**src/rtl/led_blinker_pkg.sv**
```systemverilog
// Shared encodings and helpers for the multi-channel LED blinker.
// Mode values match the cfg_mode field written by the register block.
package led_blinker_pkg;

  typedef enum logic [1:0] {
    MODE_OFF   = 2'd0,
    MODE_SOLID = 2'd1,
    MODE_BLINK = 2'd2,
    MODE_BURST = 2'd3
  } mode_e;

  typedef enum logic [2:0] {
    ST_IDLE   = 3'd0,
    ST_SOLID  = 3'd1,
    ST_ON_PH  = 3'd2,
    ST_OFF_PH = 3'd3,
    ST_DONE   = 3'd4
  } chan_state_e;

  // A programmed length of zero behaves as a length of one.
  function automatic int unsigned eff_len(input int unsigned len);
    return (len == 0) ? 1 : len;
  endfunction

endpackage

```
**src/rtl/led_blinker_chan.sv**
```systemverilog
// One LED channel: config registers, phase/burst counters and pattern FSM.
// led and done are registered and derived from the next state.
module led_blinker_chan
  import led_blinker_pkg::*;
#(
  parameter int unsigned CNT_W   = 8,
  parameter int unsigned BURST_W = 4
) (
  input  logic               clk,
  input  logic               clear,
  input  logic               tick,
  input  logic               we,
  input  logic [1:0]         cfg_mode,
  input  logic [CNT_W-1:0]   cfg_on,
  input  logic [CNT_W-1:0]   cfg_off,
  input  logic [BURST_W-1:0] cfg_burst,
  output logic               led,
  output logic               done
);

  chan_state_e        state_q, state_d;
  mode_e              mode_q, mode_d;
  logic [CNT_W-1:0]   on_q, on_d;
  logic [CNT_W-1:0]   off_q, off_d;
  logic [CNT_W-1:0]   cnt_q, cnt_d;
  logic [BURST_W-1:0] rem_q, rem_d;
  logic               led_q, led_d;
  logic               done_q, done_d;

  logic [CNT_W-1:0]   on_last;
  logic [CNT_W-1:0]   off_last;

  always_comb begin
    on_last  = CNT_W'(eff_len(32'(on_q)) - 1);
    off_last = CNT_W'(eff_len(32'(off_q)) - 1);

    state_d = state_q;
    mode_d  = mode_q;
    on_d    = on_q;
    off_d   = off_q;
    cnt_d   = cnt_q;
    rem_d   = rem_q;

    // A write overrides any phase end that coincides with it.
    if (we) begin
      mode_d = mode_e'(cfg_mode);
      on_d   = cfg_on;
      off_d  = cfg_off;
      cnt_d  = '0;
      rem_d  = BURST_W'(eff_len(32'(cfg_burst)));
      case (mode_e'(cfg_mode))
        MODE_OFF:   state_d = ST_IDLE;
        MODE_SOLID: state_d = ST_SOLID;
        default:    state_d = ST_ON_PH;
      endcase
    end else if (tick) begin
      case (state_q)
        ST_ON_PH: begin
          if (cnt_q == on_last) begin
            state_d = ST_OFF_PH;
            cnt_d   = '0;
          end else begin
            cnt_d = cnt_q + CNT_W'(1);
          end
        end
        ST_OFF_PH: begin
          if (cnt_q == off_last) begin
            cnt_d = '0;
            if (mode_q == MODE_BURST) begin
              rem_d   = rem_q - BURST_W'(1);
              state_d = (rem_q == BURST_W'(1)) ? ST_DONE : ST_ON_PH;
            end else begin
              state_d = ST_ON_PH;
            end
          end else begin
            cnt_d = cnt_q + CNT_W'(1);
          end
        end
        default: ;
      endcase
    end

    led_d  = (state_d == ST_SOLID) || (state_d == ST_ON_PH);
    done_d = (state_d == ST_DONE);
  end

  always_ff @(posedge clk) begin
    if (clear) begin
      state_q <= ST_IDLE;
      mode_q  <= MODE_OFF;
      on_q    <= '0;
      off_q   <= '0;
      cnt_q   <= '0;
      rem_q   <= '0;
      led_q   <= 1'b0;
      done_q  <= 1'b0;
    end else begin
      state_q <= state_d;
      mode_q  <= mode_d;
      on_q    <= on_d;
      off_q   <= off_d;
      cnt_q   <= cnt_d;
      rem_q   <= rem_d;
      led_q   <= led_d;
      done_q  <= done_d;
    end
  end

  assign led  = led_q;
  assign done = done_q;

endmodule

```
**src/rtl/led_blinker_multi.sv**
```systemverilog
// Multi-channel LED pattern generator: shared prescaler, write decode and
// N_CH independent channel FSMs.
module led_blinker_multi
  import led_blinker_pkg::*;
#(
  parameter int unsigned N_CH     = 4,
  parameter int unsigned CNT_W    = 8,
  parameter int unsigned BURST_W  = 4,
  parameter int unsigned PRESCALE = 1,
  localparam int unsigned CH_W    = (N_CH > 1) ? $clog2(N_CH) : 1
) (
  input  logic               clk,
  input  logic               clear,
  input  logic               enable,
  input  logic               cfg_we,
  input  logic [CH_W-1:0]    cfg_ch,
  input  logic [1:0]         cfg_mode,
  input  logic [CNT_W-1:0]   cfg_on,
  input  logic [CNT_W-1:0]   cfg_off,
  input  logic [BURST_W-1:0] cfg_burst,
  output logic [N_CH-1:0]    led_out,
  output logic [N_CH-1:0]    done
);

  localparam int unsigned PRE_W = (PRESCALE > 1) ? $clog2(PRESCALE) : 1;
  localparam logic [PRE_W-1:0] PRE_MAX = PRE_W'(PRESCALE - 1);

  logic [PRE_W-1:0] pre_q, pre_d;
  logic             tick;
  logic [N_CH-1:0]  we_ch;

  always_comb begin
    pre_d = pre_q;
    tick  = 1'b0;
    if (enable) begin
      if (pre_q == PRE_MAX) begin
        pre_d = '0;
        tick  = 1'b1;
      end else begin
        pre_d = pre_q + PRE_W'(1);
      end
    end
  end

  always_ff @(posedge clk) begin
    if (clear) begin
      pre_q <= '0;
    end else begin
      pre_q <= pre_d;
    end
  end

  // Channel indices at or beyond N_CH match no strobe, so such writes drop.
  always_comb begin
    we_ch = '0;
    if (cfg_we) begin
      for (int unsigned i = 0; i < N_CH; i++) begin
        if (cfg_ch == CH_W'(i)) begin
          we_ch[i] = 1'b1;
        end
      end
    end
  end

  for (genvar g = 0; g < N_CH; g++) begin : g_chan
    led_blinker_chan #(
      .CNT_W   (CNT_W),
      .BURST_W (BURST_W)
    ) u_chan (
      .clk       (clk),
      .clear     (clear),
      .tick      (tick),
      .we        (we_ch[g]),
      .cfg_mode  (cfg_mode),
      .cfg_on    (cfg_on),
      .cfg_off   (cfg_off),
      .cfg_burst (cfg_burst),
      .led       (led_out[g]),
      .done      (done[g])
    );
  end

endmodule

```
**config.mk**
```make
export PLATFORM = sky130hd
export DESIGN_NAME = led_blinker_multi
export DESIGN_NICKNAME = d
export VERILOG_FILES = /design/src/rtl/led_blinker_pkg.sv /design/src/rtl/led_blinker_chan.sv /design/src/rtl/led_blinker_multi.sv
export SDC_FILE = /design/constraint.sdc
export NUM_CORES = 1
export LEC_CHECK = 0
export ABC_CLOCK_PERIOD_IN_PS = 5850
export CORE_AREA = 5 5 175 177
export CTS_BUF_LIST = sky130_fd_sc_hd__clkbuf_4 sky130_fd_sc_hd__clkbuf_8
export DETAILED_ROUTE_END_ITERATION = 10
export DIE_AREA = 0 0 180 182
export GPL_ROUTABILITY_DRIVEN = 0
export GPL_TIMING_DRIVEN = 0
export PLACE_DENSITY = 0.47
export SKIP_LAST_GASP = 1
export SLEW_MARGIN = 0
export SYNTH_ARGS = -nofsm -noshare
export SYNTH_HDL_FRONTEND = slang
export SYNTH_SLANG_ARGS = --single-unit
```
**constraint.sdc**
```tcl
create_clock -name clk -period 5.85 [get_ports clk]
set_clock_uncertainty 0.1 [all_clocks]
set_input_delay 1.17 -clock clk [delete_from_list [all_inputs] [get_ports clk]]
set_output_delay 1.17 -clock clk [all_outputs]
set_load 0.01 [all_outputs]
```
Word level (Yosys, flattened, before mapping):

Index checks and enable logic that the tools add are counted.

* div/mod/pow operators: 0
* shift operators: 0
* add/sub/neg operators: 17
* $mul: 0
* magnitude comparators: 0
* mux-type cells: 78
* equal/unequal tests: 40
* reduce and logical (&&, ||, !) cells: 47
* bitwise gates (word level): 0

Operator list (number)
* $mux 8: 16
* $mux 4: 22
* $mux 3: 24
* $eq 8x8->1: 8
* $logic_not 8->1: 8
* $pmux 8 s2: 4
* $sub 8x1->8 const B: 8
* $reduce_bool 2->1: 20
* $eq 3x2->1 const B: 12
* $add 8x1->8 const B: 4
* $pmux 3 s2: 4
* $eq 4x1->1 const B: 4
* $reduce_and 4->1: 4
* $sub 4x1->4 const B: 4
* $eq 2x2->1 const B: 6
* $eq 3x1->1 const B: 4
* $eq 3x3->1 const B: 4
* $reduce_and 2->1: 4
* $reduce_or 2->1: 4
* $mux 1: 7
* $eq 2x1->1 const B: 2
* $logic_not 2->1: 2
* $logic_not 4->1: 1
* $logic_or 1x1->1: 4
* 2 further kinds: 2

* memory bits (writable): 0
* register bits after elaboration: 141
* input bits: 28
* memories kept: 0
* bits in latches: 0
* bits in read-only memories: 0

Logic depth before layout (Yosys ltp):

* depth in word-level cells: 10
* depth in mapped cells: 14
* depth with buffers taken out: 13

Modules after synthesis:

Synthesis repeated with hierarchy kept, for this count alone.

* cell total of the unflattened synthesis: 949
* area total of the unflattened synthesis: 8194.1 sq um

Modules (own cells, without submodules)
* led_blinker_chan (g_chan[0].u_chan ...): instances 3, area an instance 2043.2 sq um, sequential area each 700.7 sq um, cells each 237
* led_blinker_chan (g_chan[3].u_chan): instances 1, area an instance 2026.9 sq um, sequential area each 700.7 sq um, cells each 234
* led_blinker_multi: instances 1, area an instance 37.5 sq um, sequential area each 0.0 sq um, cells each 4

Least setup slack after synthesis:

No wires, ideal clock.

* path kind: register -> register
* start: register g_chan[2].u_chan.off_q[2]
* end: register g_chan[2].u_chan.rem_q[3]
* stages on the path, launching flop included: 14
* path buffers: 1
* setup slack: 2.553 ns
* arrival: 3.118 ns
* cell sequence: dfxtp_1 -> or4_4 -> nor2_1 -> nor2_1 -> ha_1 -> clkbuf_1 -> xor3_1 -> nor4b_1 -> a21oi_1 -> a2111oi_4 -> nand4_2 -> nor4_2 -> xnor2_1 -> a211oi_2

* longest elaborated chain between the ends: 6

Ends and longest elaborated chain
* start, declared: RTL line led_blinker_chan.sv:24 `logic [CNT_W-1:0] off_q, off_d;`
* start signal, assigned: RTL line led_blinker_chan.sv:92 `off_q <= '0;`
* start signal, assigned: RTL line led_blinker_chan.sv:101 `off_q <= off_d;`
* $logic_not 8->1: RTL line led_blinker_pkg.sv:22 `return (len == 0) ? 1 : len;`
* $mux 8 *: RTL line led_blinker_pkg.sv:22
* $sub 8x1->8 *: RTL line led_blinker_chan.sv:35 `off_last = CNT_W'(eff_len(32'(off_q)) - 1);`
* $eq 8x8->1 *: RTL line led_blinker_chan.sv:67 `if (cnt_q == off_last) begin`
* $reduce_bool 2->1 (no line) *
* $reduce_and 4->1 (no line) *
* end signal, assigned: RTL line led_blinker_chan.sv:103 `rem_q <= rem_d;`
* end, declared: RTL line led_blinker_chan.sv:26 `logic [BURST_W-1:0] rem_q, rem_d;`

Every way passes the cells marked *; elsewhere a longest branch is shown, timed or not.
A chain may end at the register's enable or synchronous reset.

Worst setup path after layout:

* start: register g_chan[2].u_chan.on_q[3]
* end: register g_chan[2].u_chan.led_q

* longest elaborated chain between the ends: 10

Ends and longest elaborated chain
* start, declared: RTL line led_blinker_chan.sv:23 `logic [CNT_W-1:0] on_q, on_d;`
* start signal, assigned: RTL line led_blinker_chan.sv:100 `on_q <= on_d;`
* $logic_not 8->1: RTL line led_blinker_pkg.sv:22
* $mux 8 *: RTL line led_blinker_pkg.sv:22
* $sub 8x1->8 *: RTL line led_blinker_chan.sv:34 `on_last = CNT_W'(eff_len(32'(on_q)) - 1);`
* $eq 8x8->1 *: RTL line led_blinker_chan.sv:59 `if (cnt_q == on_last) begin`
* $mux 3 *: RTL line led_blinker_chan.sv:59
* $pmux 3 s2 *: RTL line led_blinker_chan.sv:57 `case (state_q)`
* $mux 3 *: RTL line led_blinker_chan.sv:56 `end else if (tick) begin`
* $mux 3 *: RTL line led_blinker_chan.sv:45 `if (we) begin`
* $eq 3x1->1 / $eq 3x2->1 (equally long branches): RTL line led_blinker_chan.sv:83 `led_d = (state_d == ST_SOLID) || (state_d == ST_ON_PH);`
* $logic_or 1x1->1 *: RTL line led_blinker_chan.sv:83
* end signal, assigned: RTL line led_blinker_chan.sv:104 `led_q <= led_d;`
* end, declared: RTL line led_blinker_chan.sv:27 `logic led_q, led_d;`

Marked as above.

==> summary.md <==
| Metric | Value |
|---|---|
| Total internal power | `0.00159 W` |
| Pin count of the biggest net entering global routing | `17` |
| TNS Setup | `0 ps` |
| FILL cells | `3102` |
| Leftover overflow at the end of global routing | `0` |
| Run status | `finished clean` |
| Hold path startpoint | `g_chan[0].u_chan.mode_q[1]` |
| Hold EP | `g_chan[0].u_chan.mode_q[1]` |
| Final min period | `3780 ps` |
| DR vias/cell | `4.98` |
| Reg2Reg Capture Point | `g_chan[2].u_chan.led` |
| Synth Flop Type | `dfxtp_1` |
| Number of standard-cell rows in the floorplan | `63` |
| Wire length per cell after detailed routing | `16.4 um` |
| Number of diodes | `0` |
| Hold Path Class | `reg2reg` |
| Crit Path Max Fanout | `9` |
| Register bit total from synthesis | `140` |
| Startpoint of the lowest-slack register-to-register path | `g_chan[2].u_chan.on_q[3]` |
| Total vias in the final route | `7632` |
| H-Tree Depth | `4` |
| Floorplan core area | `0.0291 mm2` |
| Critical path class | `reg2reg` |
| Nature of the critical path endpoint | `flip-flop` |
| Via count of the first global-routing pass | `7312` |
| Reported max-cap violation count | `0` |
| Number of different library cells in the post-synthesis netlist | `81` |
| Beginning of the critical path | `g_chan[2].u_chan.on_q[3]` |
| Data required time at the worst endpoint | `6110 ps` |
| Power density cells | `239 mW/mm2` |
| Horizontal die dimension | `180 um` |
| Maximum clock insertion buffer count | `2` |
| Area of the mapped netlist | `0.00826 mm2` |
| Fin. max-slew vios | `0` |
| Overall power consumption | `0.00228 W` |
| RSZ-0062 raised after global routing | `no` |
| Final Hold Viols | `0` |
| Initial Util | `0.284` |
| CTS sink cnt | `140` |
| Final HPWL DP | `18500 um` |
| Top-area cell type share of the netlist area | `0.339` |
| Proportion of layout cells with a drive suffix above 1 | `0.0613` |
| Nets | `1176` |
| GRT Total Usage | `0.152` |
| Detailed router's first-iteration violation count | `421` |
| CTS Hold Bufs | `0` |
| Total cell area at the placement stage | `0.00908 mm2` |
| Crit share post-route | `0.646` |
| Detailed Routing Iterations Pass 1 | `5` |
| Slack of the worst reg-to-reg path | `2070 ps` |
| Final WL | `25000 um` |
| Synth top area cells | `dfxtp_1 (34%), nand2_1 (8.4%), a21oi_1 (6.8%), xnor2_1 (5.6%), nor2_1 (4.4%)` |
| Finished Core Util | `0.327` |
| Combinational power share | `0.175` |
| Maximum achievable frequency | `265 MHz` |
| Post-Syn Instances | `1075` |
| Switching power of the nets | `0.000689 W` |
| Insertion delay of the later-clocked pin in the worst-skew pair | `460 ps` |
| CTS tree | `yes` |
| Post-synthesis async set-or-reset flop share | `0` |
| Part of the Yosys area used for sequential elements | `0.339` |
| Reg power frac | `0.443` |
| Yosys warning count | `0` |
| Count of instances resized after the clock tree is built | `0` |
| Ports | `36` |
| Number of synthesized flops with an enable pin | `0` |
| IO Port Bufs | `34` |
| Wire length of the first global-routing pass | `40200 um` |
| P_leak | `3.37 nW` |
| DRC violations left | `0` |
| Chip Height | `182 um` |
| Mean cell area of the mapped netlist | `7.68 um2` |
| Cell accounting for the most synthesized area | `dfxtp_1` |
| Setup crit start kind | `flip-flop` |
| Remaining antenna violation count after routing | `0` |
| Die outline area | `0.0328 mm2` |
| Clock root buffer master | `clkbuf_8` |
| Final Instance Area | `0.00951 mm2` |
| Clock-pin slew reported for the worst setup and hold paths after clock tree synthesis | `90 ps` |
| Post-CTS Setup Bufs | `0` |
| Worst reg2reg path depth | `14` |
| Normalized max-slew margin | `0.436` |
| Syn Nets | `1123` |
| Total clock buffers created by CTS | `17` |
| Cell count of the worst hold path | `2` |
| Number of endpoints failing setup at the final stage | `0` |
| Max VDD drop | `0.000105 V` |
| Clock share of power | `0.382` |
| Number of antenna violations at the first check in global routing | `0` |
| Arr. time, crit path | `4040 ps` |
| Slew @ Worst Pin | `825 ps` |
| Switching portion of total power | `0.303` |
| Layout-stage area growth over the synthesis result | `15.2%` |
-- how the worst max path moves through the flow --
stage                                      to  slack [ps]
CTS                 g_chan[3].u_chan.cnt_q[3]        2020
floorplan           g_chan[2].u_chan.rem_q[3]        2550
detailed placement  g_chan[1].u_chan.cnt_q[2]        1860
finish                   g_chan[2].u_chan.led        2070
global placement    g_chan[1].u_chan.cnt_q[2]        1840
global route        g_chan[3].u_chan.cnt_q[3]        1690
-- power groups by stage --
stage	combinational, W	sequential [W]	clock (W)
2_1_floorplan	0.000285	0.00102	0
3_3_place_gp	0.000398	0.00103	0
3_5_place_dp	0.000399	0.00103	0
4_1_cts	0.000402	0.00101	0.000892
5_1_grt	0.000447	0.00101	0.000926
6_report	0.000398	0.00101	0.000869
-- per-layer routing --
metal,track usage,vias to the layer above,wire (um)
met5,0,-,0
met4,0.0424,0,459
met3,0.0238,24,668
met2,0.257,107,11800
met1,0.202,3656,12100
li1,-,3845,-
-- cell usage after synthesis (all sizes together), types with 4 or more instances --
cell,count
a2111oi,4
a211oi,13
a21boi,4
a21o,5
a21oi,113
a221oi,5
a31oi,13
and2,6
and3,19
buf,15
clkbuf,52
dfxtp,140
ha,20
inv,35
mux2i,6
nand2,185
nand2b,12
nand3,30
nand3b,4
nand4,17
nand4b,4
nor2,96
nor2b,18
nor3,22
nor3b,8
nor4,14
nor4b,4
o211ai,4
o21ai,26
or2,6
or3,13
or3b,6
or4,11
xnor2,53
xor2,36
-- stage by stage --
step           setup WS (ps)  hold WS [ps]  instances
2_1_floorplan           2550           332       1075
3_3_place_gp            1840           341       1499
3_5_place_dp            1860           346       1499
4_1_cts                 2020           357       1531
5_1_grt                 1690           377       1531
6_report                2070           356       1531
-- sequential cells by signal (all words and copies together), names as in the netlist --
register	flops
g_chan.u_chan.done	4
g_chan.u_chan.on_q	32
g_chan.u_chan.rem_q	16
g_chan.u_chan.off_q	32
g_chan.u_chan.state_q	12
g_chan.u_chan.mode_q	8
g_chan.u_chan.cnt_q	32
g_chan.u_chan.led	4
-- layout by cell type, fill, tap and decap left out, types with 5 or more instances in the layout --
cell type | Yosys | layout
xnor2_1 | 53 | 53
clkdlybuf4s50_1 | 0 | 34
ha_1 | 20 | 20
or2_2 | 5 | 5
nor3_1 | 22 | 22
a21o_1 | 5 | 5
buf_4 | 8 | 8
mux2i_1 | 6 | 6
nand2_1 | 185 | 185
and2_1 | 5 | 5
a221oi_1 | 5 | 5
a31oi_1 | 13 | 13
nor2b_1 | 18 | 18
nand4_1 | 15 | 15
nor4_1 | 12 | 12
xor2_1 | 36 | 36
or3_1 | 13 | 13
inv_1 | 35 | 35
nor2_1 | 96 | 96
clkbuf_8 | 0 | 17
nor3b_1 | 8 | 8
and3_1 | 18 | 18
o21ai_0 | 23 | 23
buf_1 | 6 | 6
a211oi_1 | 12 | 12
a21oi_1 | 113 | 113
clkbuf_1 | 52 | 52
dfxtp_1 | 140 | 140
nand2b_1 | 12 | 12
nand3_1 | 30 | 30
or4_1 | 8 | 8
-- layout make-up --
type	count	area, um2	share of cell area
Buffer	67	283	0.0297
Clock buffer	18	241	0.0254
Clock inverter	14	186	0.0196
Inverter	35	131	0.0138
Multi-Input combinational cell	833	5040	0.530
Sequential cell	140	2800	0.295
Tap cell	390	488	0.0513
Timing Repair Buffer	34	340	0.0358
-- cells by family after synthesis --
group	share of synthesized area
muxes	0.0100
and+or+nand+nor	0.289
AOI/OAI and AO/OA	0.181
DFF	0.339
xor gates and xnor gates	0.100
buffers and inverters	0.0502
adders and majority gates	0.0303
-- worst max-delay path: stages (launching register included) --
cell      delay [ps]
dfxtp_1          310
clkbuf_1         220
nor4_1           670
nand3_1          220
nor2_1           130
nor2_1            50
ha_1             320
xnor2_1          130
a221oi_1         210
o31a_1           170
nand4_1          120
o41ai_1          430
a31oi_1          230
xnor2_1          180
nor3_1           190
No activity file was read; power rests on OpenSTA's default activity.
